### src/rtl/ks_wide_to_narrow_fifo_pkg.sv
// Shared widths, derivation helpers and serialiser state encoding for the
// ChaCha20 keystream wide-to-narrow FIFO.
package ks_wide_to_narrow_fifo_pkg;

   localparam int CHACHA_BLK_W = 512;
   localparam int KS_SLICE_W   = 128;
   localparam int KS_ADDR_W    = 3;

   typedef enum logic {
      ST_IDLE = 1'b0,
      ST_SER  = 1'b1
   } ser_state_e;

   function automatic int ratio_f(input int in_w, input int out_w);
      return in_w / out_w;
   endfunction

   function automatic int level_w_f(input int a_w);
      return a_w + 1;
   endfunction

endpackage

### src/rtl/ks_wide_to_narrow_fifo_if.sv
// Block-write / slice-read bus of the keystream FIFO; the FIFO sits on the
// slave modport, the producer/consumer pair on the master modport.
interface ks_wide_to_narrow_fifo_if #(
   parameter int IN_WIDTH  = 512,
   parameter int OUT_WIDTH = 128,
   parameter int A_WIDTH   = 3
);
   logic                 i_w_valid;
   logic                 o_w_ready;
   logic [IN_WIDTH-1:0]  i_data;
   logic                 i_r_en;
   logic [OUT_WIDTH-1:0] o_data;
   logic                 o_r_valid;
   logic                 o_full;
   logic                 o_empty;
   logic [A_WIDTH:0]     o_level;
   logic                 o_underflow;

   modport master (
      output i_w_valid, i_data, i_r_en,
      input  o_w_ready, o_data, o_r_valid, o_full, o_empty, o_level, o_underflow
   );

   modport slave (
      input  i_w_valid, i_data, i_r_en,
      output o_w_ready, o_data, o_r_valid, o_full, o_empty, o_level, o_underflow
   );
endinterface

### src/rtl/ram_dual_sync.sv
// Simple dual-port synchronous RAM: port A writes, port B reads with one
// cycle latency into an output register that holds between reads.
module ram_dual_sync #(
   parameter int D_WIDTH = 128,
   parameter int A_WIDTH = 3
) (
   input  logic               clk_a,
   input  logic               we_a,
   input  logic [A_WIDTH-1:0] addr_a,
   input  logic [D_WIDTH-1:0] din_a,
   input  logic               clk_b,
   input  logic               rstn_b,
   input  logic               re_b,
   input  logic [A_WIDTH-1:0] addr_b,
   output logic [D_WIDTH-1:0] dout_b
);
   localparam int DEPTH = 1 << A_WIDTH;

   logic [D_WIDTH-1:0] mem_q [DEPTH];
   logic [D_WIDTH-1:0] dout_q;

   // NOTE: the storage array has no reset so it maps onto RAM macros; only
   // the small output register is reset.
   always_ff @(posedge clk_a) begin
      if (we_a) begin
         mem_q[addr_a] <= din_a;
      end
   end

   always_ff @(posedge clk_b or negedge rstn_b) begin
      if (!rstn_b) begin
         dout_q <= '0;
      end else if (re_b) begin
         dout_q <= mem_q[addr_b];
      end
   end

   assign dout_b = dout_q;
endmodule

### src/rtl/ks_wide_to_narrow_fifo.sv
// Keystream width-converting FIFO: accepts a wide ChaCha20 block, serialises
// it LSB slice first into a dual-port RAM, and serves slices to the consumer.
module ks_wide_to_narrow_fifo
   import ks_wide_to_narrow_fifo_pkg::*;
#(
   parameter int IN_WIDTH  = CHACHA_BLK_W,
   parameter int OUT_WIDTH = KS_SLICE_W,
   parameter int A_WIDTH   = KS_ADDR_W
) (
   input  logic                      i_clk,
   input  logic                      i_rstn,
   input  logic                      i_clr,
   ks_wide_to_narrow_fifo_if.slave   bus
);
   localparam int RATIO = ratio_f(IN_WIDTH, OUT_WIDTH);
   localparam int DEPTH = 1 << A_WIDTH;
   localparam int LVL_W = level_w_f(A_WIDTH);
   localparam int CNT_W = (RATIO > 1) ? $clog2(RATIO) : 1;

   if ((IN_WIDTH % OUT_WIDTH) != 0 || RATIO < 2 || RATIO > DEPTH) begin : g_bad_params
      $error("ks_wide_to_narrow_fifo: IN_WIDTH must be a multiple of OUT_WIDTH with 2 <= RATIO <= DEPTH");
   end

   ser_state_e           state_q, state_d;
   logic [CNT_W-1:0]     cnt_q, cnt_d;
   logic [IN_WIDTH-1:0]  shreg_q, shreg_d;
   logic [A_WIDTH-1:0]   wptr_q, wptr_d;
   logic [A_WIDTH-1:0]   rptr_q, rptr_d;
   logic [LVL_W-1:0]     level_q, level_d;
   logic                 r_valid_q, r_valid_d;
   logic                 underflow_q, underflow_d;

   logic busy, empty, full, w_ready, w_acc, ser_we, r_acc;

   // Ready only looks at registers and the flush, never at i_w_valid, and
   // reserves a full block's worth of free slots up front.
   always_comb begin
      busy    = (state_q == ST_SER);
      empty   = (level_q == '0);
      full    = (level_q == LVL_W'(DEPTH));
      w_ready = !busy && !i_clr && ((LVL_W'(DEPTH) - level_q) >= LVL_W'(RATIO));
      w_acc   = bus.i_w_valid && w_ready;
      ser_we  = busy && !i_clr;
      r_acc   = bus.i_r_en && !empty && !i_clr;
   end

   // NOTE: every _d is given its default first so no latch is inferred.
   always_comb begin
      state_d     = state_q;
      cnt_d       = cnt_q;
      shreg_d     = shreg_q;
      wptr_d      = wptr_q;
      rptr_d      = rptr_q;
      level_d     = level_q;
      r_valid_d   = r_acc;
      underflow_d = underflow_q | (bus.i_r_en && empty);

      if (i_clr) begin
         state_d     = ST_IDLE;
         cnt_d       = '0;
         shreg_d     = '0;
         wptr_d      = '0;
         rptr_d      = '0;
         level_d     = '0;
         r_valid_d   = 1'b0;
         underflow_d = 1'b0;
      end else begin
         if (w_acc) begin
            state_d = ST_SER;
            cnt_d   = '0;
            shreg_d = bus.i_data;
         end
         if (ser_we) begin
            shreg_d = shreg_q >> OUT_WIDTH;
            wptr_d  = wptr_q + 1'b1;
            cnt_d   = cnt_q + 1'b1;
            if (cnt_q == CNT_W'(RATIO - 1)) begin
               state_d = ST_IDLE;
            end
         end
         if (r_acc) begin
            rptr_d = rptr_q + 1'b1;
         end
         case ({ser_we, r_acc})
            2'b10:   level_d = level_q + LVL_W'(1);
            2'b01:   level_d = level_q - LVL_W'(1);
            default: level_d = level_q;
         endcase
      end
   end

   // NOTE: clocked processes use non-blocking assignments only.
   always_ff @(posedge i_clk or negedge i_rstn) begin
      if (!i_rstn) begin
         state_q     <= ST_IDLE;
         cnt_q       <= '0;
         shreg_q     <= '0;
         wptr_q      <= '0;
         rptr_q      <= '0;
         level_q     <= '0;
         r_valid_q   <= 1'b0;
         underflow_q <= 1'b0;
      end else begin
         state_q     <= state_d;
         cnt_q       <= cnt_d;
         shreg_q     <= shreg_d;
         wptr_q      <= wptr_d;
         rptr_q      <= rptr_d;
         level_q     <= level_d;
         r_valid_q   <= r_valid_d;
         underflow_q <= underflow_d;
      end
   end

   ram_dual_sync #(
      .D_WIDTH (OUT_WIDTH),
      .A_WIDTH (A_WIDTH)
   ) u_ram (
      .clk_a  (i_clk),
      .we_a   (ser_we),
      .addr_a (wptr_q),
      .din_a  (shreg_q[OUT_WIDTH-1:0]),
      .clk_b  (i_clk),
      .rstn_b (i_rstn),
      .re_b   (r_acc),
      .addr_b (rptr_q),
      .dout_b (bus.o_data)
   );

   assign bus.o_w_ready   = w_ready;
   assign bus.o_r_valid   = r_valid_q;
   assign bus.o_full      = full;
   assign bus.o_empty     = empty;
   assign bus.o_level     = level_q;
   assign bus.o_underflow = underflow_q;

   // The reservation in w_ready makes a write into a full FIFO impossible.
   a_no_overflow: assert property (@(posedge i_clk) disable iff (!i_rstn) !(ser_we && full))
      else $error("serialiser wrote into a full FIFO");

endmodule

### src/flat_wrapper.sv
// flat-port wrapper written by rule: the top's interface ports become plain ports
module ks_wide_to_narrow_fifo_flat import ks_wide_to_narrow_fifo_pkg::*;
#(
   parameter int IN_WIDTH  = CHACHA_BLK_W,
   parameter int OUT_WIDTH = KS_SLICE_W,
   parameter int A_WIDTH   = KS_ADDR_W
)
  (i_clk, i_rstn, i_clr, bus_i_w_valid, bus_i_data, bus_i_r_en, bus_o_w_ready, bus_o_data, bus_o_r_valid, bus_o_full, bus_o_empty, bus_o_level, bus_o_underflow);
  ks_wide_to_narrow_fifo_if #(.IN_WIDTH(IN_WIDTH), .OUT_WIDTH(OUT_WIDTH), .A_WIDTH(A_WIDTH)) bus_i ();
  input  logic i_clk;
  input  logic i_rstn;
  input  logic i_clr;
  input wire logic [$bits(bus_i.i_w_valid)-1:0] bus_i_w_valid;
  input wire logic [$bits(bus_i.i_data)-1:0] bus_i_data;
  input wire logic [$bits(bus_i.i_r_en)-1:0] bus_i_r_en;
  output wire logic [$bits(bus_i.o_w_ready)-1:0] bus_o_w_ready;
  output wire logic [$bits(bus_i.o_data)-1:0] bus_o_data;
  output wire logic [$bits(bus_i.o_r_valid)-1:0] bus_o_r_valid;
  output wire logic [$bits(bus_i.o_full)-1:0] bus_o_full;
  output wire logic [$bits(bus_i.o_empty)-1:0] bus_o_empty;
  output wire logic [$bits(bus_i.o_level)-1:0] bus_o_level;
  output wire logic [$bits(bus_i.o_underflow)-1:0] bus_o_underflow;
  assign bus_i.i_w_valid = bus_i_w_valid;
  assign bus_i.i_data = bus_i_data;
  assign bus_i.i_r_en = bus_i_r_en;
  assign bus_o_w_ready = bus_i.o_w_ready;
  assign bus_o_data = bus_i.o_data;
  assign bus_o_r_valid = bus_i.o_r_valid;
  assign bus_o_full = bus_i.o_full;
  assign bus_o_empty = bus_i.o_empty;
  assign bus_o_level = bus_i.o_level;
  assign bus_o_underflow = bus_i.o_underflow;
  ks_wide_to_narrow_fifo #(.IN_WIDTH(IN_WIDTH), .OUT_WIDTH(OUT_WIDTH), .A_WIDTH(A_WIDTH)) u_core (.i_clk(i_clk), .i_rstn(i_rstn), .i_clr(i_clr), .bus(bus_i));
endmodule
### config.mk
export PLATFORM = sky130hd
export DESIGN_NAME = ks_wide_to_narrow_fifo_flat
export DESIGN_NICKNAME = d
export VERILOG_FILES = /design/src/rtl/ks_wide_to_narrow_fifo_pkg.sv /design/src/rtl/ks_wide_to_narrow_fifo_if.sv /design/src/rtl/ram_dual_sync.sv /design/src/rtl/ks_wide_to_narrow_fifo.sv /design/src/flat_wrapper.sv
export SDC_FILE = /design/constraint.sdc
export NUM_CORES = 2
export LEC_CHECK = 0
export BUFFER_PORTS_ARGS = -buffer_cell sky130_fd_sc_hd__buf_2
export CORE_MARGIN = 1.5
export CORE_UTILIZATION = 50
export CTS_CLUSTER_SIZE = 40
export DETAILED_ROUTE_END_ITERATION = 8
export PLACE_DENSITY = 0.82
export SLEW_MARGIN = 20
export SYNTH_ARGS = -nofsm -noshare
export SYNTH_HDL_FRONTEND = slang
export SYNTH_SLANG_ARGS = --single-unit
### constraint.sdc
create_clock -name i_clk -period 11.3 [get_ports i_clk]
set_input_delay 2.825 -clock i_clk [delete_from_list [all_inputs] [get_ports i_clk]]
set_output_delay 2.825 -clock i_clk [all_outputs]
set_load 0.02 [all_outputs]
After elaboration in Yosys (flattened, before gate mapping)
Memories as Yosys holds them, arrays and structs flattened. A register that Yosys moved wholly into a read port is not among the register bits.
Cells that the tools add are included.
Widths: inputs -> output; s select.
- memory bits (writable): 1024
- input port bits: 517
- word-level logic and storage cells: 57
- memories: 1
- register bits after elaboration: 527
- output and inout port bits: 137
- memory list (name ; words ; width ; rd ports ; clocked after Yosys merged registers in ; wr ports ; RTL line ; RTL):
    u_core.u_ram.mem_q ; 8 ; 128 ; 1 ; 1 ; 1 ; ram_dual_sync.sv:19 ; logic [D_WIDTH-1:0] mem_q [DEPTH];
- bitwise gates (word level): 1
- equal/unequal tests: 4
- reductions and logical operators: 16
- add/sub/neg operators: 6
- multiplexer cells: 20
- order comparisons: 1
- operator list (operator ; number):
    $mux 512 ; 3
    $mux 3 ; 4
    $mux 1 ; 8
    $pmux 4 s2 ; 1
    $logic_and 1x1->1 ; 7
    $add 3x1->3 const B ; 2
    $mux 2 ; 3
    $reduce_bool 3->1 ; 2
    $add 4x1->4 const B ; 1
    $eq 2x2->1 const B ; 2
    $eq 4x4->1 const B ; 1
    $ge 4x3->1 const B ; 1
    $logic_not 1->1 ; 4
    $logic_not 4->1 ; 1
    $mux 4 ; 1
    $reduce_bool 2->1 ; 2
    $sub 4x1->4 const B ; 1
    $sub 4x4->4 const A ; 1
    $add 2x1->2 const B ; 1
    $eq 2x1->1 const B ; 1
    $or 1x1->1 ; 1

Longest topological paths before layout
- depth after elaboration: 8
- mapped depth: 10
- mapped depth without buffers: 7

Hierarchy
Synthesis repeated with hierarchy kept, for this count alone.
- cells, all modules: 5134
- area, all modules: 71715.0 µm²
- modules (own cells, without submodules) (module ; instances ; area an instance (µm²) ; cells an instance ; sequential area each (µm²)):
    ram_dual_sync ; 1 ; 44531.5 ; 2489 ; 33952.6
    ks_wide_to_narrow_fifo ; 1 ; 27183.6 ; 2645 ; 13187.6

Worst setup path after synthesis
OpenSTA, ideal clock, no wires.
- kind: input to register
- from: input port i_clr
- to: memory u_core.u_ram.mem_q[0][0] (enable)
- library setup time: 0.772 ns
- slack: -1.763 ns
- stages on the path: 4
- data arrival time: 12.292 ns
- required time: 10.528 ns
- buffers on the path: 2
- path through: clkbuf_1 > clkbuf_1 > or3b_2 > nor3_1
- longest elaborated chain between the ends: 4
- ends and longest elaborated chain (item ; RTL line ; RTL):
    from (decl) ; flat_wrapper.sv:12 ; input logic i_clr;
    $logic_not 1->1 ; ks_wide_to_narrow_fifo.sv:43 ; ser_we = busy && !i_clr;
    $logic_and 1x1->1 ; ks_wide_to_narrow_fifo.sv:43 ;
    $mux 1 ; ram_dual_sync.sv:25 ; if (we_a) begin
    $mux 1 (not written as such) ; ram_dual_sync.sv:26 ; mem_q[addr_a] <= din_a;
    to (decl) ; ram_dual_sync.sv:19 ;
No other way between the ends.

Worst setup path in the final report
- from: input port i_clr
- to: output port bus_o_w_ready
- longest elaborated chain between the ends: 3
- ends and longest elaborated chain (item ; RTL line ; RTL):
    $logic_not 1->1 ; ks_wide_to_narrow_fifo.sv:41 ; w_ready = !busy && !i_clr && ((LVL_W'(DEPTH) - level_q) >= LVL_W'(RATIO));
    $logic_and 1x1->1 (2 in series) ; ks_wide_to_narrow_fifo.sv:41 ;
    to (decl) ; flat_wrapper.sv:16 ; output wire logic [$bits(bus_i.o_w_ready)-1:0] bus_o_w_ready;
No other way between the ends.

==> summary.md <==
| Metric | Value |
|---|---|
| Htree depth | `4` |
| Worst Min Path Start | `u_core.u_ram.dout_b[44]` |
| Hold_buf cts | `0` |
| R2r setup slk | `approximately 7.3 ns` |
| Syn nets | `5757` |
| Failing checks | `max-slew violations` |
| Worst-Margin Slew | `approximately 1.5 ns` |
| Core footprint | `0.135 mm^2` |
| Initial Util | `0.503` |
| Vias in the first global route | `43850` |
| Crit path required time | `approximately 8.5 ns` |
| Nets | `6232` |
| Drt wl/cell | `22.8 um` |
| Post-synthesis sequential area ratio | `0.692` |
| Final Power | `15.5 mW` |
| Max IR drop VDD | `between 150 and 200 uV` |
| Worst setup EP type | `primary output` |
| Hold violation count in the final report | `0` |
| Placer congestion estimate | `0.814` |
| Via count | `44833` |
| DR iter-0 viols | `roughly 4700` |
| Synth area leader | `edfxtp_1` |
| Share of layout cells above drive strength 1 | `0.173` |
| Reg-to-reg startpoint | `u_core.busy` |
| Critical path type | `input pin to primary output` |
| Remaining global-route overflow | `0` |
| Critical path arrival | `3.86 ns` |
| Setup TNS | `0 ns` |
| R2R depth | `5` |
| IO Pins | `654` |
| Crit Path Max Fanout | `68` |
| Clk root buf | `clkbuf_16` |
| Initial antenna violation count | `19` |
| Detailed Routing Iterations Pass 1 | `6` |
| Library cells used by synthesis | `40` |
| Async set-reset flop share out of synthesis | `0.390` |
| Synthesized flop and latch total | `1679` |
| Reg-to-reg endpoint | `u_core.shreg_q[67]` |
| Final HPWL DP | `96500 um` |
| Post-Syn Instances | `5236` |
| Final setup fails | `0` |
| Routed wl met3 | `~13000 um` |
| Clock latency at the later pin of the worst-skew pair | `0.82 ns` |
| Number of synthesized flops with an enable pin | `approximately 1000` |
| Via/cell ratio | `~6` |
| Period minus WS final | `~6.7 ns` |
| Longest Clk Path Bufs | `3` |
| DP Cell Count | `7322` |
| MaxCap Viol Count | `0` |
| GRT Total Usage | `0.247` |
| Total routed wirelength | `175000 um` |
| Die X | `372 um` |
| M1 WL | `71200 um` |
| Worst slew margin | `-0.0222` |
| Post-route ant nets | `0` |
| # rows | `135` |
| Pleak | `29.1 nW` |
| Yosys warnings | `0` |
| Drt drc | `0` |
| Most numerous cell in the Yosys netlist | `edfxtp_1` |
| Commonest cells post-synth | `edfxtp_1, nand2_1, dfrtp_1` |
| CP startpoint kind | `input pin` |
| Slew Limit Fails | `42` |
| Fmax | `150 MHz` |
| TritonCTS Buffers | `approximately 170` |
| Largest net degree at the start of global routing | `between 150 and 200` |
| Syn avg cell area | `13.0 um^2` |
| Sinks on the clock net | `1679` |
| Final period utilization | `0.592` |
| Highest Signal Layer | `met5` |
| Mapped Area | `between 0.06 and 0.07 mm^2` |
| Fin util | `0.577` |
| Resized cells post-CTS | `0` |
| Post-synth top flop | `edfxtp_1` |
| Die area | `0.138 mm^2` |
| Run status | `complete, but fails checks` |
| Clock slew at reported path FFs | `0.06 ns` |
| Hold Slack | `between 0.4 and 0.5 ns` |
| Final cell count without fillers | `7652` |
| Layout area overhead | `14.6%` |
| First-pass GRT wire length | `roughly 260000 um` |
| DR WL met2 | `~84000 um` |
| Die Y | `372 um` |
| Setup Skew | `0.0345 ns` |
| Top-area cell type share of the netlist area | `0.452` |
| Synth area leaders | `edfxtp_1, dfrtp_1, mux2i_1` |
| Pwr dens | `198 mW/mm^2` |
| Min-delay worst type | `flop to flop` |
| Number of port buffers | `653` |
| Crit path to | `bus_o_w_ready` |
| RSZ-0062 raised after global routing | `no` |
| Post-CTS setup buffers | `0` |
| Worst setup path startpoint | `i_clr` |
| CTS tree | `yes` |
registers in the layout (all words and copies together) (netlist names):
name / flops
u_core.bus.o_underflow: 1
u_core.bus.o_level: 4
u_core.wptr_q: 3
u_core.busy: 1
u_core.rptr_q: 3
u_core.u_ram.mem_q: 1024
u_core.cnt_q: 2
u_core.bus.o_r_valid: 1
u_core.u_ram.dout_b: 128
u_core.shreg_q: 512
kinds of logic (layout without fill, tap and decap cells):
logic type	count (synthesis)	after routing	share of synthesized area
flip-flops	1679	1679	0.692
adder cells (fa/ha/maj)	4	4	0.000735
AND/OR/NAND/NOR	1076	1076	0.0627
buffers and inverters	792	1413	0.0480
AO/OA/AOI/OAI	1163	1163	0.119
other	0	14	0
XOR/XNOR	6	6	0.000772
multiplexers	516	516	0.0759
worst min path at each step:
stage | end | slack (ns) | cells past startpoint
final | u_core.u_ram.dout_b[44] | 0.47 | 2
after global routing | u_core.u_ram.dout_b[44] | 0.49 | 2
after CTS | u_core.u_ram.dout_b[103] | 0.47 | 2
after detailed placement | u_core.u_ram.dout_b[103] | 0.46 | 2
after global placement | u_core.u_ram.dout_b[35] | 0.45 | 2
after floorplan | u_core.shreg_q[384] | 0.50 | 2
metal layers:
metal	track usage	vias to the layer above
li1	-	20104
met1	0.326	22504
met2	0.397	1863
met3	0.0511	354
met4	0.106	8
met5	0	-
cell usage in the layout (no fill, tap or decap), types with 14 or more instances in the layout:
cell and n:
nand2_1 901, buf_2 651, buf_12 16, clkinv_1 17, buf_4 41, a221oi_2 30, clkinv_2 37, inv_1 386
clkbuf_1 48, diode_2 14, clkbuf_16 169, a22oi_1 256, edfxtp_1 1024, a221oi_1 354, a21oi_1 516, nand3_1 128
mux2i_1 515, nor2_1 16, dfrtp_1 653
layout make-up:
| type | instances | area [um^2] |
|---|---|---|
| Sequential cell | 1679 | 47100 |
| Multi-Input combinational cell | 2765 | 17800 |
| Inverter | 387 | 1460 |
| Tap cell | 1781 | 2230 |
| Fill cell | 10354 | 57300 |
| Clock inverter | 90 | 903 |
| Clock buffer | 226 | 4530 |
| Antenna cell | 14 | 35.0 |
| Timing Repair Buffer | 710 | 3920 |
stage by stage:
stage,setup slack (ns),cell area [um^2]
detailed placement,4.62,72500
global placement,4.56,72500
finish,4.61,78000
global route,4.54,78000
CTS,4.62,78000
floorplan,1.68,68100
critical path: stages:
cell	delay (ns)
buf_8	0.20
or2_4	0.36
nor3_1	0.24
buf_2	0.21
power by group:
group / switching [mW] / internal (mW)
clock: 2.37 / 3.12
sequential: 0.377 / 7.07
combinational: 1.79 / 0.739
No activity file was read; power rests on OpenSTA's default activity.
